===== config.mk =====
export PLATFORM = sky130hd
export DESIGN_NAME = ram_access_arbiter
export DESIGN_NICKNAME = d
export VERILOG_FILES = /design/src/rtl/ram_access_arbiter.sv
export SDC_FILE = /design/constraint.sdc
export NUM_CORES = 1
export LEC_CHECK = 0
export CAP_MARGIN = 30
export CORE_ASPECT_RATIO = 0.9
export CORE_MARGIN = 10
export CORE_UTILIZATION = 40
export CTS_BUF_LIST = sky130_fd_sc_hd__clkbuf_8
export DETAILED_ROUTE_END_ITERATION = 10
export PLACE_DENSITY_LB_ADDON = 0.15
export SYNTH_ARGS = -nofsm -noshare
export SYNTH_HDL_FRONTEND = slang
export SYNTH_SLANG_ARGS = --single-unit

===== constraint.sdc =====
create_clock -name clock -period 6.3 [get_ports clock]
set_input_delay 0.945 -clock clock [delete_from_list [all_inputs] [get_ports clock]]
set_output_delay 0.945 -clock clock [all_outputs]
set_load 0.02 [all_outputs]

===== src/rtl/ram_access_arbiter.sv =====
// Arbitrates the single-port game RAM between the transaction side and the display side.
// One access in flight; transaction side wins ties until the display has waited MAX_TXN_BURST grants.
module ram_access_arbiter #(
  parameter int DATA_W        = 48,
  parameter int ADDR_W        = 1,
  parameter int READ_LATENCY  = 2,
  parameter int MAX_TXN_BURST = 4
) (
  input  logic              clock,
  input  logic              reset,
  input  logic              txn_req,
  input  logic              txn_wr,
  input  logic [ADDR_W-1:0] txn_addr,
  input  logic [DATA_W-1:0] txn_wdata,
  output logic              txn_ack,
  output logic              txn_rvalid,
  output logic [DATA_W-1:0] txn_rdata,
  input  logic              disp_req,
  input  logic [ADDR_W-1:0] disp_addr,
  output logic              disp_ack,
  output logic              disp_rvalid,
  output logic [DATA_W-1:0] disp_rdata,
  output logic [ADDR_W-1:0] ram_address,
  output logic              ram_wren,
  output logic [DATA_W-1:0] ram_data,
  input  logic [DATA_W-1:0] ram_q,
  output logic              busy
);

  localparam int LAT_W   = $clog2(READ_LATENCY + 1);
  localparam int BURST_W = $clog2(MAX_TXN_BURST + 1);
  localparam logic [LAT_W-1:0]   LAT_INIT  = LAT_W'(READ_LATENCY);
  localparam logic [LAT_W-1:0]   LAT_ONE   = LAT_W'(1);
  localparam logic [BURST_W-1:0] BURST_MAX = BURST_W'(MAX_TXN_BURST);
  localparam logic [BURST_W-1:0] BURST_ONE = BURST_W'(1);

  typedef enum logic [1:0] {
    IDLE  = 2'd0,
    ISSUE = 2'd1,
    WAIT  = 2'd2,
    RESP  = 2'd3
  } state_t;

  state_t              state_r, state_s;
  logic                owner_disp_r, owner_disp_s;  // 1 = display side owns the access
  logic                wr_r, wr_s;
  logic [ADDR_W-1:0]   addr_r, addr_s;
  logic [DATA_W-1:0]   wdata_r, wdata_s;
  logic [LAT_W-1:0]    lat_cnt_r, lat_cnt_s;
  logic [BURST_W-1:0]  burst_cnt_r, burst_cnt_s;
  logic                capture_s;

  // Next-state, latch and counter logic
  always_comb begin
    state_s      = state_r;
    owner_disp_s = owner_disp_r;
    wr_s         = wr_r;
    addr_s       = addr_r;
    wdata_s      = wdata_r;
    lat_cnt_s    = lat_cnt_r;
    burst_cnt_s  = burst_cnt_r;
    capture_s    = 1'b0;
    case (state_r)
      IDLE: begin
        if (txn_req && !(disp_req && (burst_cnt_r == BURST_MAX))) begin
          state_s      = ISSUE;
          owner_disp_s = 1'b0;
          wr_s         = txn_wr;
          addr_s       = txn_addr;
          wdata_s      = txn_wdata;
          // only grants that made the display wait count toward the burst limit
          if (disp_req) begin
            burst_cnt_s = burst_cnt_r + BURST_ONE;
          end else begin
            burst_cnt_s = {BURST_W{1'b0}};
          end
        end else if (disp_req) begin
          state_s      = ISSUE;
          owner_disp_s = 1'b1;
          wr_s         = 1'b0;
          addr_s       = disp_addr;
          wdata_s      = {DATA_W{1'b0}};
          burst_cnt_s  = {BURST_W{1'b0}};
        end else begin
          burst_cnt_s  = {BURST_W{1'b0}};
        end
      end
      ISSUE: begin
        if (wr_r) begin
          state_s = IDLE;
        end else begin
          state_s   = WAIT;
          lat_cnt_s = LAT_INIT;
        end
      end
      WAIT: begin
        if (lat_cnt_r == LAT_ONE) begin
          state_s   = RESP;
          lat_cnt_s = {LAT_W{1'b0}};
          capture_s = 1'b1;
        end else begin
          lat_cnt_s = lat_cnt_r - LAT_ONE;
        end
      end
      RESP: begin
        state_s = IDLE;
      end
      default: begin
        state_s = IDLE;
      end
    endcase
  end

  // State, latched request and registered outputs
  always_ff @(posedge clock or posedge reset) begin
    if (reset) begin
      state_r      <= IDLE;
      owner_disp_r <= 1'b0;
      wr_r         <= 1'b0;
      addr_r       <= {ADDR_W{1'b0}};
      wdata_r      <= {DATA_W{1'b0}};
      lat_cnt_r    <= {LAT_W{1'b0}};
      burst_cnt_r  <= {BURST_W{1'b0}};
      txn_ack      <= 1'b0;
      disp_ack     <= 1'b0;
      txn_rvalid   <= 1'b0;
      disp_rvalid  <= 1'b0;
      txn_rdata    <= {DATA_W{1'b0}};
      disp_rdata   <= {DATA_W{1'b0}};
      ram_address  <= {ADDR_W{1'b0}};
      ram_wren     <= 1'b0;
      ram_data     <= {DATA_W{1'b0}};
      busy         <= 1'b0;
    end else begin
      state_r      <= state_s;
      owner_disp_r <= owner_disp_s;
      wr_r         <= wr_s;
      addr_r       <= addr_s;
      wdata_r      <= wdata_s;
      lat_cnt_r    <= lat_cnt_s;
      burst_cnt_r  <= burst_cnt_s;
      // outputs are computed from the next state so they line up with it
      txn_ack      <= (state_s == ISSUE) && !owner_disp_s;
      disp_ack     <= (state_s == ISSUE) && owner_disp_s;
      txn_rvalid   <= (state_s == RESP) && !owner_disp_s;
      disp_rvalid  <= (state_s == RESP) && owner_disp_s;
      ram_wren     <= (state_s == ISSUE) && wr_s;
      busy         <= (state_s != IDLE);
      if (state_s == ISSUE) begin
        ram_address <= addr_s;
        ram_data    <= wdata_s;
      end
      if (capture_s && !owner_disp_r) begin
        txn_rdata <= ram_q;
      end
      if (capture_s && owner_disp_r) begin
        disp_rdata <= ram_q;
      end
    end
  end

endmodule


==> summary.md <==
| Metric | Value |
|---|---|
| Status | finished clean |
| Mapped Avg Cell Area | between 15 and 20 um2 |
| Total negative slack for setup checks | 0 ps |
| Pre-Repair DR Iteration Count | 4 |
| Final weighted congestion in routability-driven placement | about 0.77 |
| Final cell count without fillers | approximately 840 |
| Wire length of the first global-routing pass | 25,700 um |
| Cts hold-fix bufs | 0 |
| Clock Root Buffer | clkbuf_8 |
| Number of filler cells placed in the layout | roughly 1,200 |
| Worst Path Class, Setup | in2reg |
| Required time of the worst setup path | 6680 ps |
| Number of DRC violations after detailed-routing iteration 0 | approximately 140 |
| Yosys reg bits | between 150 and 200 |
| Number of different library cells in the post-synthesis netlist | 34 |
| Number of DRC violations after detailed routing | 0 |
| Antenna-violating nets left | 0 |
| Clock-pin slew on the worst setup and hold paths | about 70 ps |
| Cell area after synthesis | between 6000 and 7000 um2 |
| Die area | slightly above 20,000 um2 |
| Fin nets | 736 |
| Signed area change from the synthesized netlist to the final layout | 49.8% |
| Highest-delay cell along the critical path | clkdlybuf4s50_1 |
| Core Box Area | 14,800 um2 |
| Die W | around 150 um |
| Worst rel slew slack | 0.524 |
| Setup slack at placement | approximately 3300 ps |
| Hold endpoint | wr_r |
| Via count normalized by instance count | approximately 5 |
| Worst ir drop on vdd | between 0.0002 and 0.0003 V |
| Share of final-layout standard cells stronger than drive strength 1 | 0.216 |
| Clock H-tree levels | 4 |
| Cell count after synthesis | between 300 and 400 |
| Worst path arrival time | approximately 2900 ps |
| Number of clock buffers inserted by TritonCTS | 17 |
| Worst-margin pin slew | between 700 and 800 ps |
| Boundary pin count | between 200 and 300 |
| CTS tree | built |
| Num Clock Sinks | 160 |
| Worst R2R Path Depth | 4 |
| Final design area excluding fillers | between 9000 and 10,000 um2 |
| Endpoints failing setup | 0 |
| Period utilisation layout | 0.399 |
| Post-DP HPWL | roughly 12,000 um |
| Worst R2R Start | state_r[0] |
| Proportion of synthesized chip area in sequential cells | 0.660 |
| Standard cell area after detailed placement | about 8700 um2 |
| Max stage delay on crit path | around 620 ps |
| Port Buffers | roughly 250 |
| Setup repair after global routing missed its margin | false |
| Final setup slack of the worst path | 3790 ps |
| Clock Latency Late Sink | about 440 ps |
| Hold Path Origin | wr_r |
| Reg2Reg Setup Slack | 3980 ps |
| Drt total wl | 17,100 um |
| CP startpoint kind | input pin |
| Endpoint of the lowest-slack register-to-register path | txn_rdata[11] |
| FP Rows | 42 |
| Placed Cells | just over 800 |
| Net count after synthesis | slightly below 500 |
| Total track usage | 0.163 |
| Number of buffers between clock root and the deepest sink | 2 |
| Critical Path Fanout Max | 50 |
| Drt wl/cell | ~20 um |
| Floorplan die height | about 140 um |
| Number of global-route vias before repair | between 4,000 and 5,000 |
| Hold Fails Final Rpt | 0 |
| Kind of end point of the critical path | flip-flop |
| Time the worst path needs with I/O delays and setup | 2510 ps |
| Maxcap violations | 0 |
| Cell family with most CP delay | simple AND/OR/NAND/NOR gates |
| Static leakage | approximately 3.9 nW |
| Total power draw | 4.80 mW |
| Number of slew-limit violations in the final report | 0 |
| Min-Delay Path Depth | 1 |
| DR vias | just over 4,000 |
| Initial cell density of the core | 0.411 |
| Initial antenna violation count | 0 |
| Pin count of the biggest net entering global routing | between 100 and 150 |
| Post-cts gate resize count | 0 |
| CP Buf/Inv Count | 1 |
| Maximum clock frequency | around 0.4 GHz |
| Cell breakdown of the critical path | clkdlybuf4s50_1, or3b_1, nor2_8, a22o_1 |
| Setup Buffers After CTS | 0 |
| YS warnings | 0 |
| Leftover overflow at the end of global routing | 0 |
| Worst clock skew | around 12 ps |
| Count of antenna diodes in the layout | 0 |
| Total power density per cell area | approximately 530 nW/um2 |
| Worst hold-check path type | reg2reg |
==> cell families after synthesis <==
family | share of synthesized area
AOI/OAI and AO/OA | 0.0856
adders and majority gates | 0.00619
buffers and inverters | 0.0441
DFF | 0.660
muxes | 0.178
and+or+nand+nor | 0.0262
==> through the flow <==
step / hold WS (ps) / util
2_1_floorplan: 450 / -
3_3_place_gp: 468 / 0.587
3_5_place_dp: 470 / 0.588
4_1_cts: 490 / 0.614
5_1_grt: 514 / 0.615
6_report: 481 / 0.615
==> layer usage <==
| metal | vias to the layer above | part of all wire | wire [um] | global-route usage |
|---|---|---|---|---|
| li1 | 1869 | - | - | - |
| met1 | 2129 | 0.40 | 6870 | 0.189 |
| met2 | 141 | 0.51 | 8650 | 0.270 |
| met3 | 18 | 0.076 | 1300 | 0.0581 |
| met4 | 0 | 0.017 | 289 | 0.0663 |
| met5 | - | 0 | 0 | 0 |
==> area by class of cell <==
type | count | area, um2 | area share
sequential | 160 | 4000 | 0.441
timing repair buffer | 258 | 2600 | 0.286
multi-input combinational | 184 | 1820 | 0.200
clock buffer | 18 | 248 | 0.0273
tap | 198 | 248 | 0.0273
clock inverter | 14 | 126 | 0.0139
inverter | 9 | 38.8 | 0.00427
==> worst max-delay path by stage <==
stage / start / to / slack (ps) / cells past startpoint
after floorplan: reset / burst_cnt_r[0] / 1040 / 1
final: txn_req / ram_data[3] / 3790 / 4
after CTS: txn_req / ram_data[32] / 3840 / 4
after global placement: disp_req / ram_address / 3380 / 3
after detailed placement: txn_req / ram_data[27] / 3350 / 4
after global routing: txn_req / ram_data[3] / 3720 / 4
==> layout by cell type, fill, tap and decap left out, types with 2 or more instances in the layout <==
master / synthesis / final
clkdlybuf4s50_1: 0 / 253
dfrtp_1: 160 / 160
mux2_2: 96 / 96
a22o_1: 47 / 47
clkbuf_8: 0 / 18
inv_1: 9 / 11
clkinv_2: 0 / 5
nor2_1: 5 / 4
o21ai_0: 4 / 4
clkinvlp_4: 0 / 4
nand2_1: 3 / 3
ha_1: 3 / 3
buf_4: 3 / 3
nand3_1: 3 / 2
and3_1: 2 / 2
a21oi_1: 2 / 2
a22o_2: 2 / 2
bufinv_16: 0 / 2
==> cell usage after synthesis <==
master    number  area (um2)
dfrtp_1      160        4000
o22ai_1        1        6.26
nor2_1         5        18.8
o21ai_1        1        5.00
nand2b_1       1        6.26
a22o_1        47         412
nand4_1        1        6.26
nand2_1        3        11.3
nor4_4         1        21.3
inv_1          9        33.8
nand3b_1       1        7.51
buf_2         13        65.1
ha_1           3        37.5
nor2b_4        1        13.8
a22oi_1        1        7.51
o211ai_1       1        7.51
o21ai_0        4        20.0
and3_1         2        12.5
buf_6          3        33.8
o31ai_1        1        7.51
buf_4          3        22.5
buf_8          6        90.1
clkbuf_1       6        22.5
nor2_8         1        20.0
nor3b_1        1        7.51
or3b_1         1        8.76
a22o_2         2        20.0
a21boi_0       1        7.51
a21oi_1        2        10.0
o32ai_1        1        8.76
mux2_2        96        1080
nor4bb_1       1        10.0
a21o_1         1        7.51
nand3_1        3        15.0
==> sequential cells by signal, indices dropped and copies added (netlist names) <==
| register | count |
|---|---|
| burst_cnt_r | 3 |
| busy | 1 |
| disp_ack | 1 |
| disp_rdata | 48 |
| disp_rvalid | 1 |
| lat_cnt_r | 2 |
| owner_disp_r | 1 |
| ram_address | 1 |
| ram_data | 48 |
| ram_wren | 1 |
| state_r | 2 |
| txn_ack | 1 |
| txn_rdata | 48 |
| txn_rvalid | 1 |
| wr_r | 1 |
==> where the power goes <==
| group | internal, mW | switching (mW) | total, mW | leakage, nW |
|---|---|---|---|---|
| registers | 1.49 | 0.275 | 1.77 | 1.97 |
| logic | 1.20 | 1.11 | 2.31 | 1.77 |
| clock network | 0.354 | 0.370 | 0.724 | 0.194 |
| total | 3.04 | 1.76 | 4.80 | 3.94 |
No activity file was read; power rests on OpenSTA's default activity.
